<file path="config.mk">
export PLATFORM = sky130hd
export DESIGN_NAME = aes_inv_round_ctrl
export DESIGN_NICKNAME = d
export VERILOG_FILES = /design/src/rtl/aes_dec_pkg.sv /design/src/rtl/aes_inv_mix_column.sv /design/src/rtl/aes_inv_round_ctrl.sv
export SDC_FILE = /design/constraint.sdc
export NUM_CORES = 1
export LEC_CHECK = 0
export ABC_AREA = 1
export CORE_AREA = 2 2 251 253
export DETAILED_ROUTE_END_ITERATION = 8
export DIE_AREA = 0 0 253 255
export GPL_TIMING_DRIVEN = 0
export PLACE_DENSITY_LB_ADDON = 0.25
export SLEW_MARGIN = 20
export SYNTH_ARGS = -nofsm -noshare
export SYNTH_HDL_FRONTEND = slang
export SYNTH_SLANG_ARGS = --single-unit
</file>
<file path="constraint.sdc">
create_clock -name clk -period 2.4 [get_ports clk]
set_input_delay 0.24 -clock clk [delete_from_list [all_inputs] [get_ports clk]]
set_output_delay 0.24 -clock clk [all_outputs]
set_load 0.1 [all_outputs]
</file>
<file path="src/rtl/aes_dec_pkg.sv">
// Shared types and GF(2^8) helpers for the iterative AES inverse-cipher datapath.
// Byte i of a 128-bit block sits at bits [127-8*i -: 8], with columns stored column-major.
package aes_dec_pkg;

    localparam int KEY_IDX_W = 4;

    typedef enum logic [2:0] {
        S_IDLE,
        S_ADD0,
        S_ROUND,
        S_FINAL,
        S_DONE
    } fsm_t;

    // Source byte for each InvShiftRows output byte: row r is rotated right by r.
    localparam int ISR_SRC [16] = '{0, 13, 10, 7, 4, 1, 14, 11, 8, 5, 2, 15, 12, 9, 6, 3};

    function automatic logic [7:0] xtime(input logic [7:0] b);
        return {b[6:0], 1'b0} ^ (b[7] ? 8'h1b : 8'h00);
    endfunction

    function automatic logic [7:0] mul9(input logic [7:0] b);
        logic [7:0] x8;
        x8 = xtime(xtime(xtime(b)));
        return x8 ^ b;
    endfunction

    function automatic logic [7:0] mulb(input logic [7:0] b);
        logic [7:0] x2;
        logic [7:0] x8;
        x2 = xtime(b);
        x8 = xtime(xtime(x2));
        return x8 ^ x2 ^ b;
    endfunction

    function automatic logic [7:0] muld(input logic [7:0] b);
        logic [7:0] x4;
        logic [7:0] x8;
        x4 = xtime(xtime(b));
        x8 = xtime(x4);
        return x8 ^ x4 ^ b;
    endfunction

    function automatic logic [7:0] mule(input logic [7:0] b);
        logic [7:0] x2;
        logic [7:0] x4;
        logic [7:0] x8;
        x2 = xtime(b);
        x4 = xtime(x2);
        x8 = xtime(x4);
        return x8 ^ x4 ^ x2;
    endfunction

endpackage

</file>
<file path="src/rtl/aes_inv_mix_column.sv">
// Combinational InvMixColumns on one 32-bit column (row 0 in the top byte).
module aes_inv_mix_column
    import aes_dec_pkg::*;
(
    input  logic [31:0] col,
    output logic [31:0] mixed
);

    logic [7:0] b0;
    logic [7:0] b1;
    logic [7:0] b2;
    logic [7:0] b3;

    assign b0 = col[31:24];
    assign b1 = col[23:16];
    assign b2 = col[15:8];
    assign b3 = col[7:0];

    assign mixed = {
        mule(b0) ^ mulb(b1) ^ muld(b2) ^ mul9(b3),
        mul9(b0) ^ mule(b1) ^ mulb(b2) ^ muld(b3),
        muld(b0) ^ mul9(b1) ^ mule(b2) ^ mulb(b3),
        mulb(b0) ^ muld(b1) ^ mul9(b2) ^ mule(b3)
    };

endmodule

</file>
<file path="src/rtl/aes_inv_round_ctrl.sv">
// Iterative AES inverse-cipher round controller with external InvSubBytes and key store.
// Define AES_INV_SPLIT_ROUND_EN to register isb_out and spend two cycles per round.
module aes_inv_round_ctrl
    import aes_dec_pkg::*;
#(
    parameter int NUM_ROUNDS = 10
) (
    input  logic                 clk,
    input  logic                 reset,
    input  logic                 in_valid,
    output logic                 in_ready,
    input  logic [127:0]         ct,
    output logic [KEY_IDX_W-1:0] key_idx,
    input  logic [127:0]         round_key,
    output logic [127:0]         isb_in,
    input  logic [127:0]         isb_out,
    output logic                 out_valid,
    input  logic                 out_ready,
    output logic [127:0]         pt,
    output logic                 busy
);

    localparam logic [KEY_IDX_W-1:0] NR_IDX    = KEY_IDX_W'(NUM_ROUNDS);
    localparam logic [KEY_IDX_W-1:0] NR_M1_IDX = KEY_IDX_W'(NUM_ROUNDS - 1);
    localparam logic [KEY_IDX_W-1:0] ONE_IDX   = KEY_IDX_W'(1);

    fsm_t                 fsm_reg;
    fsm_t                 fsm_next;
    logic [KEY_IDX_W-1:0] rnd_reg;
    logic [127:0]         data_reg;
    logic [127:0]         isr_state;
    logic [127:0]         sub_src;
    logic [127:0]         key_added;
    logic [127:0]         mixed;
    logic                 step;

    genvar gi;

`ifdef AES_INV_SPLIT_ROUND_EN
    // Phase A captures isb_out; phase B (step) commits the round from the captured copy.
    logic         phase_reg;
    logic [127:0] sub_reg;

    assign step    = phase_reg;
    assign sub_src = sub_reg;

    always_ff @(posedge clk) begin
        if (reset) begin
            phase_reg <= 1'b0;
            sub_reg   <= '0;
        end else if (fsm_reg == S_ROUND || fsm_reg == S_FINAL) begin
            phase_reg <= ~phase_reg;
            if (!phase_reg) begin
                sub_reg <= isb_out;
            end
        end else begin
            phase_reg <= 1'b0;
        end
    end
`else
    assign step    = 1'b1;
    assign sub_src = isb_out;
`endif

    generate
        for (gi = 0; gi < 16; gi++) begin : g_isr
            assign isr_state[127-8*gi -: 8] = data_reg[127-8*ISR_SRC[gi] -: 8];
        end
        for (gi = 0; gi < 4; gi++) begin : g_mix
            aes_inv_mix_column u_mix (
                .col   (key_added[127-32*gi -: 32]),
                .mixed (mixed[127-32*gi -: 32])
            );
        end
    endgenerate

    assign key_added = sub_src ^ round_key;
    assign isb_in    = isr_state;
    assign pt        = data_reg;

    always_ff @(posedge clk) begin
        if (reset) begin
            fsm_reg <= S_IDLE;
        end else begin
            fsm_reg <= fsm_next;
        end
    end

    always_comb begin
        fsm_next = fsm_reg;
        case (fsm_reg)
            S_IDLE:  if (in_valid) fsm_next = S_ADD0;
            S_ADD0:  fsm_next = S_ROUND;
            S_ROUND: if (step && rnd_reg == ONE_IDX) fsm_next = S_FINAL;
            S_FINAL: if (step) fsm_next = S_DONE;
            S_DONE:  if (out_ready) fsm_next = S_IDLE;
            default: fsm_next = S_IDLE;
        endcase
    end

    always_comb begin
        in_ready  = 1'b0;
        out_valid = 1'b0;
        busy      = 1'b1;
        key_idx   = NR_IDX;
        case (fsm_reg)
            S_IDLE: begin
                in_ready = 1'b1;
                busy     = 1'b0;
            end
            S_ROUND: key_idx = rnd_reg;
            S_FINAL: key_idx = '0;
            S_DONE:  out_valid = 1'b1;
            default: ;
        endcase
    end

    always_ff @(posedge clk) begin
        if (reset) begin
            rnd_reg  <= NR_IDX;
            data_reg <= '0;
        end else begin
            case (fsm_reg)
                S_IDLE: begin
                    if (in_valid) begin
                        data_reg <= ct;
                        rnd_reg  <= NR_IDX;
                    end
                end
                S_ADD0: begin
                    data_reg <= data_reg ^ round_key;
                    rnd_reg  <= NR_M1_IDX;
                end
                S_ROUND: begin
                    if (step) begin
                        data_reg <= mixed;
                        rnd_reg  <= rnd_reg - ONE_IDX;
                    end
                end
                S_FINAL: begin
                    if (step) begin
                        data_reg <= key_added;
                    end
                end
                default: ;
            endcase
        end
    end

endmodule
</file>
==> impl_metrics.csv <==
group,metric,value,unit
pwr,p_sw,23900,uW
floorplan,die_area,64500,um^2
timing,maxSlewHeadroom,22.7,%
detailed_routing,vias,32499,
synth,synthFlopType,"dfxtp_1",
pwr,pwr-share-seq,10.2,%
cells_and_area,final_common_cell,"nand2_1",
critical_path,start_kind,"register",
timing,worst_pin_slew,1.16,ns
cells_and_area,final_layout_size_suffix_gt1_share,15.5,%
cells_and_area,multi_input_area,23200,um^2
floorplan,die_h,255,um
grt,grt_pass1_wl,193000,um
timing,layout_setup_ws,-0.00152,ns
critical_path,critPathMaxFanout,4,
synth,synth_nets,4737,
detailed_routing,drt-met1-wl,53300,um
timing,period_minus_slack,2.40,ns
run,cap_violations,0,
synth,ys_seq_elements,135,
place,place_congestion,1.04,
floorplan,rows,92,
cts,clk_latency,0.53,ns
floorplan,io_pins,651,
cells_and_area,fillers,5984,
grt,antenna_found_initial,21,
synth,synthArstFlopShare,0,%
timing,final-setup-viol-count,1,
grt,grt_max_degree,17,
detailed_routing,wl_met2,64100,um
worst_hold_path,hold_class,"in2reg",
critical_path,cp-end-kind,"primary output",
floorplan,core,62200,um^2
critical_path,crit_family,"buffers and inverters",
run_status,violations,"setup timing",
pwr,comb_power_share,82.1,%
synth,avgSynthCellArea,5.92,um^2
detailed_routing,antenna_left,0,
critical_path,path_cells,"clkdlybuf4s50_1",
synth,synth-edff-count,0,
cts,clock_sinks,135,
floorplan,fp.dieW,253,um
timing,skew,0.0214,ns
critical_path,crit_type,"reg2out",
cts,cts_buffers,17,
grt,grt_pass1_vias,29229,
synth,netlist_area,25700,um^2
synth,ys_warn_count,0,
pwr,intPower,13200,uW
pwr,finalPower,37000,uW
cells_and_area,final_cell_mix,"1629 x nand2_1, 458 x xor2_1, 380 x inv_1",
cts,root_buffer,"clkbuf_16",
critical_path,critical_path_buf_inv_count,1,
cells_and_area,area_delta_synth_final,48.8,%
critical_path,cp_slowest_cell,"clkdlybuf4s50_1",
pwr,vdd_drop_max,799,uV
cells_and_area,largest_reg_flops,128,
synth,yosysSeqAreaShare,10.5,%
timing,slew_viol_final,0,
pwr,pwr-share-clk,7.7,%
critical_path,cp_slowest_stage_delay,1.18,ns
grt,grt-ovfl-total,0,
detailed_routing,drt_pass1_iterations,6,
pwr,netSwitchingFraction,64.4,%
pwr,leakage,0.0199,uW
detailed_routing,wire_per_inst,23.2,um
cts,clk_pin_slew_worst_paths,0.09,ns
detailed_routing,drc,0,
place,place_ws,-1.08,ns
cells_and_area,ff_latch_area,2710,um^2
place,place_inst,5796,
synth,syn_inst,4347,
floorplan,start_util,41.4,%
detailed_routing,wl_met3,13900,um
cts,cts_tree,"done",
place,portBuffers,649,
synth,synth.distinct_cells,42,
timing,hold_slack,0.388,ns
pwr,power_density,967,nW/um^2
detailed_routing,drt_iter0_markers,3261,
place,post-dp-hpwl,109000,um
cells_and_area,finish.utilization,61.7,%
critical_path,worstPathArrival,2.16,ns
detailed_routing,wl,139000,um
timing,fmax,416,MHz
critical_path,cp.required,2.16,ns
run_status,run_status,"finished with violations",
grt,grt_usage,40.9,%
cts,cts_buffer_depth,2,
cts,cts_hold_buffers,0,
timing,hold_viol,0,
detailed_routing,avgViaCountPerCell,5.45,
detailed_routing,maxUsedRoutingLayer,"met5",
timing,rsz0062_at_grt,"yes",
cells_and_area,final_nets,5531,
cells_and_area,stdcell_count,5966,
timing,finalCritPeriodShare,100,%
cts,cts_htree_levels,4,
[power by group through the flow]
stage / clock (uW) / sequential [uW] / combinational, uW
4_1_cts: 2850 / 3740 / 29200
5_1_grt: 2930 / 3820 / 32100
3_3_place_gp: 0 / 3780 / 28700
2_1_floorplan: 0 / 7450 / 17100
6_report: 2870 / 3760 / 30400
3_5_place_dp: 0 / 3780 / 28900
[layout make-up]
type | instances | area share, %
diodes | 13 | 0.0849
plain buffers | 242 | 4.65
clock buffers | 18 | 1.12
clock inverters | 14 | 0.326
inverters | 395 | 3.91
multi-input cells | 3575 | 60.6
flip-flops and latches | 135 | 7.06
well taps | 799 | 2.61
repair buffers | 775 | 19.6
[synthesized netlist by cell type (4+ instances only)]
cell | instances | area share [%]
o21ai_1 | 12 | 0.23
inv_1 | 385 | 5.6
nand2_2 | 26 | 0.63
xnor2_2 | 17 | 1.1
nand3b_1 | 34 | 0.99
xor2_2 | 35 | 2.2
nand4_1 | 9 | 0.22
nand2_4 | 6 | 0.26
xnor2_1 | 247 | 8.4
a31oi_1 | 5 | 0.12
xnor2_4 | 4 | 0.43
xor2_1 | 551 | 19
o21ai_0 | 141 | 2.7
clkbuf_1 | 107 | 1.6
nand2_1 | 1679 | 24
or2_1 | 14 | 0.34
dfxtp_1 | 135 | 10
buf_4 | 129 | 3.8
or2_2 | 51 | 1.2
o211ai_1 | 7 | 0.20
a221oi_1 | 104 | 3.5
nand3_1 | 378 | 7.3
buf_1 | 4 | 0.058
a21oi_1 | 159 | 3.1
clkinv_1 | 6 | 0.087
inv_2 | 4 | 0.058
nor2_1 | 71 | 1.0
[through the flow]
step	setup TNS (ns)	instance area (um^2)
floorplan	-36.37	26000
global placement	-113.91	33500
detailed placement	-95.37	33500
CTS	-0.0761	36100
global route	-0.262	38300
finish	-0.00152	38300
[timing repair]
action                     in CTS  in global routing
setup endpoints to repair     293                152
setup buffers                  51                 74
resized for setup             494                332
pin swaps                      34                 50
[cells by family (layout without fill, tap and decap cells)]
family / count (synthesis) / count (layout) / synth area share, %
fa+ha+maj: 2 / 2 / 0.0972
simple gates: 2274 / 2274 / 36.8
compound gates: 443 / 443 / 10.4
flops: 135 / 135 / 10.5
other cells: 0 / 13 / 0
xor+xnor: 856 / 856 / 31.1
buf+inv: 637 / 1444 / 11.2
[final timing paths]
| check | cells after the start | slack (ns) | end | from |
|---|---|---|---|---|
| worst min-delay path | 6 | 0.39 | pt[83] | round_key[83] |
| worst max-delay path | 1 | -0.002 | isb_in[95] | pt[95] |
| worst max register to register | 12 | 0.06 | pt[16] | fsm_reg[0] |
| worst min register to register | 2 | 0.49 | rnd_reg[1] | rnd_reg[1] |
[metal layers]
metal	global-route usage, %	vias to the layer above
li1	-	15141
met1	50.6	15121
met2	67.9	1828
met3	8.67	393
met4	19.0	16
met5	0	-
(Power assumes the default switching activity.)
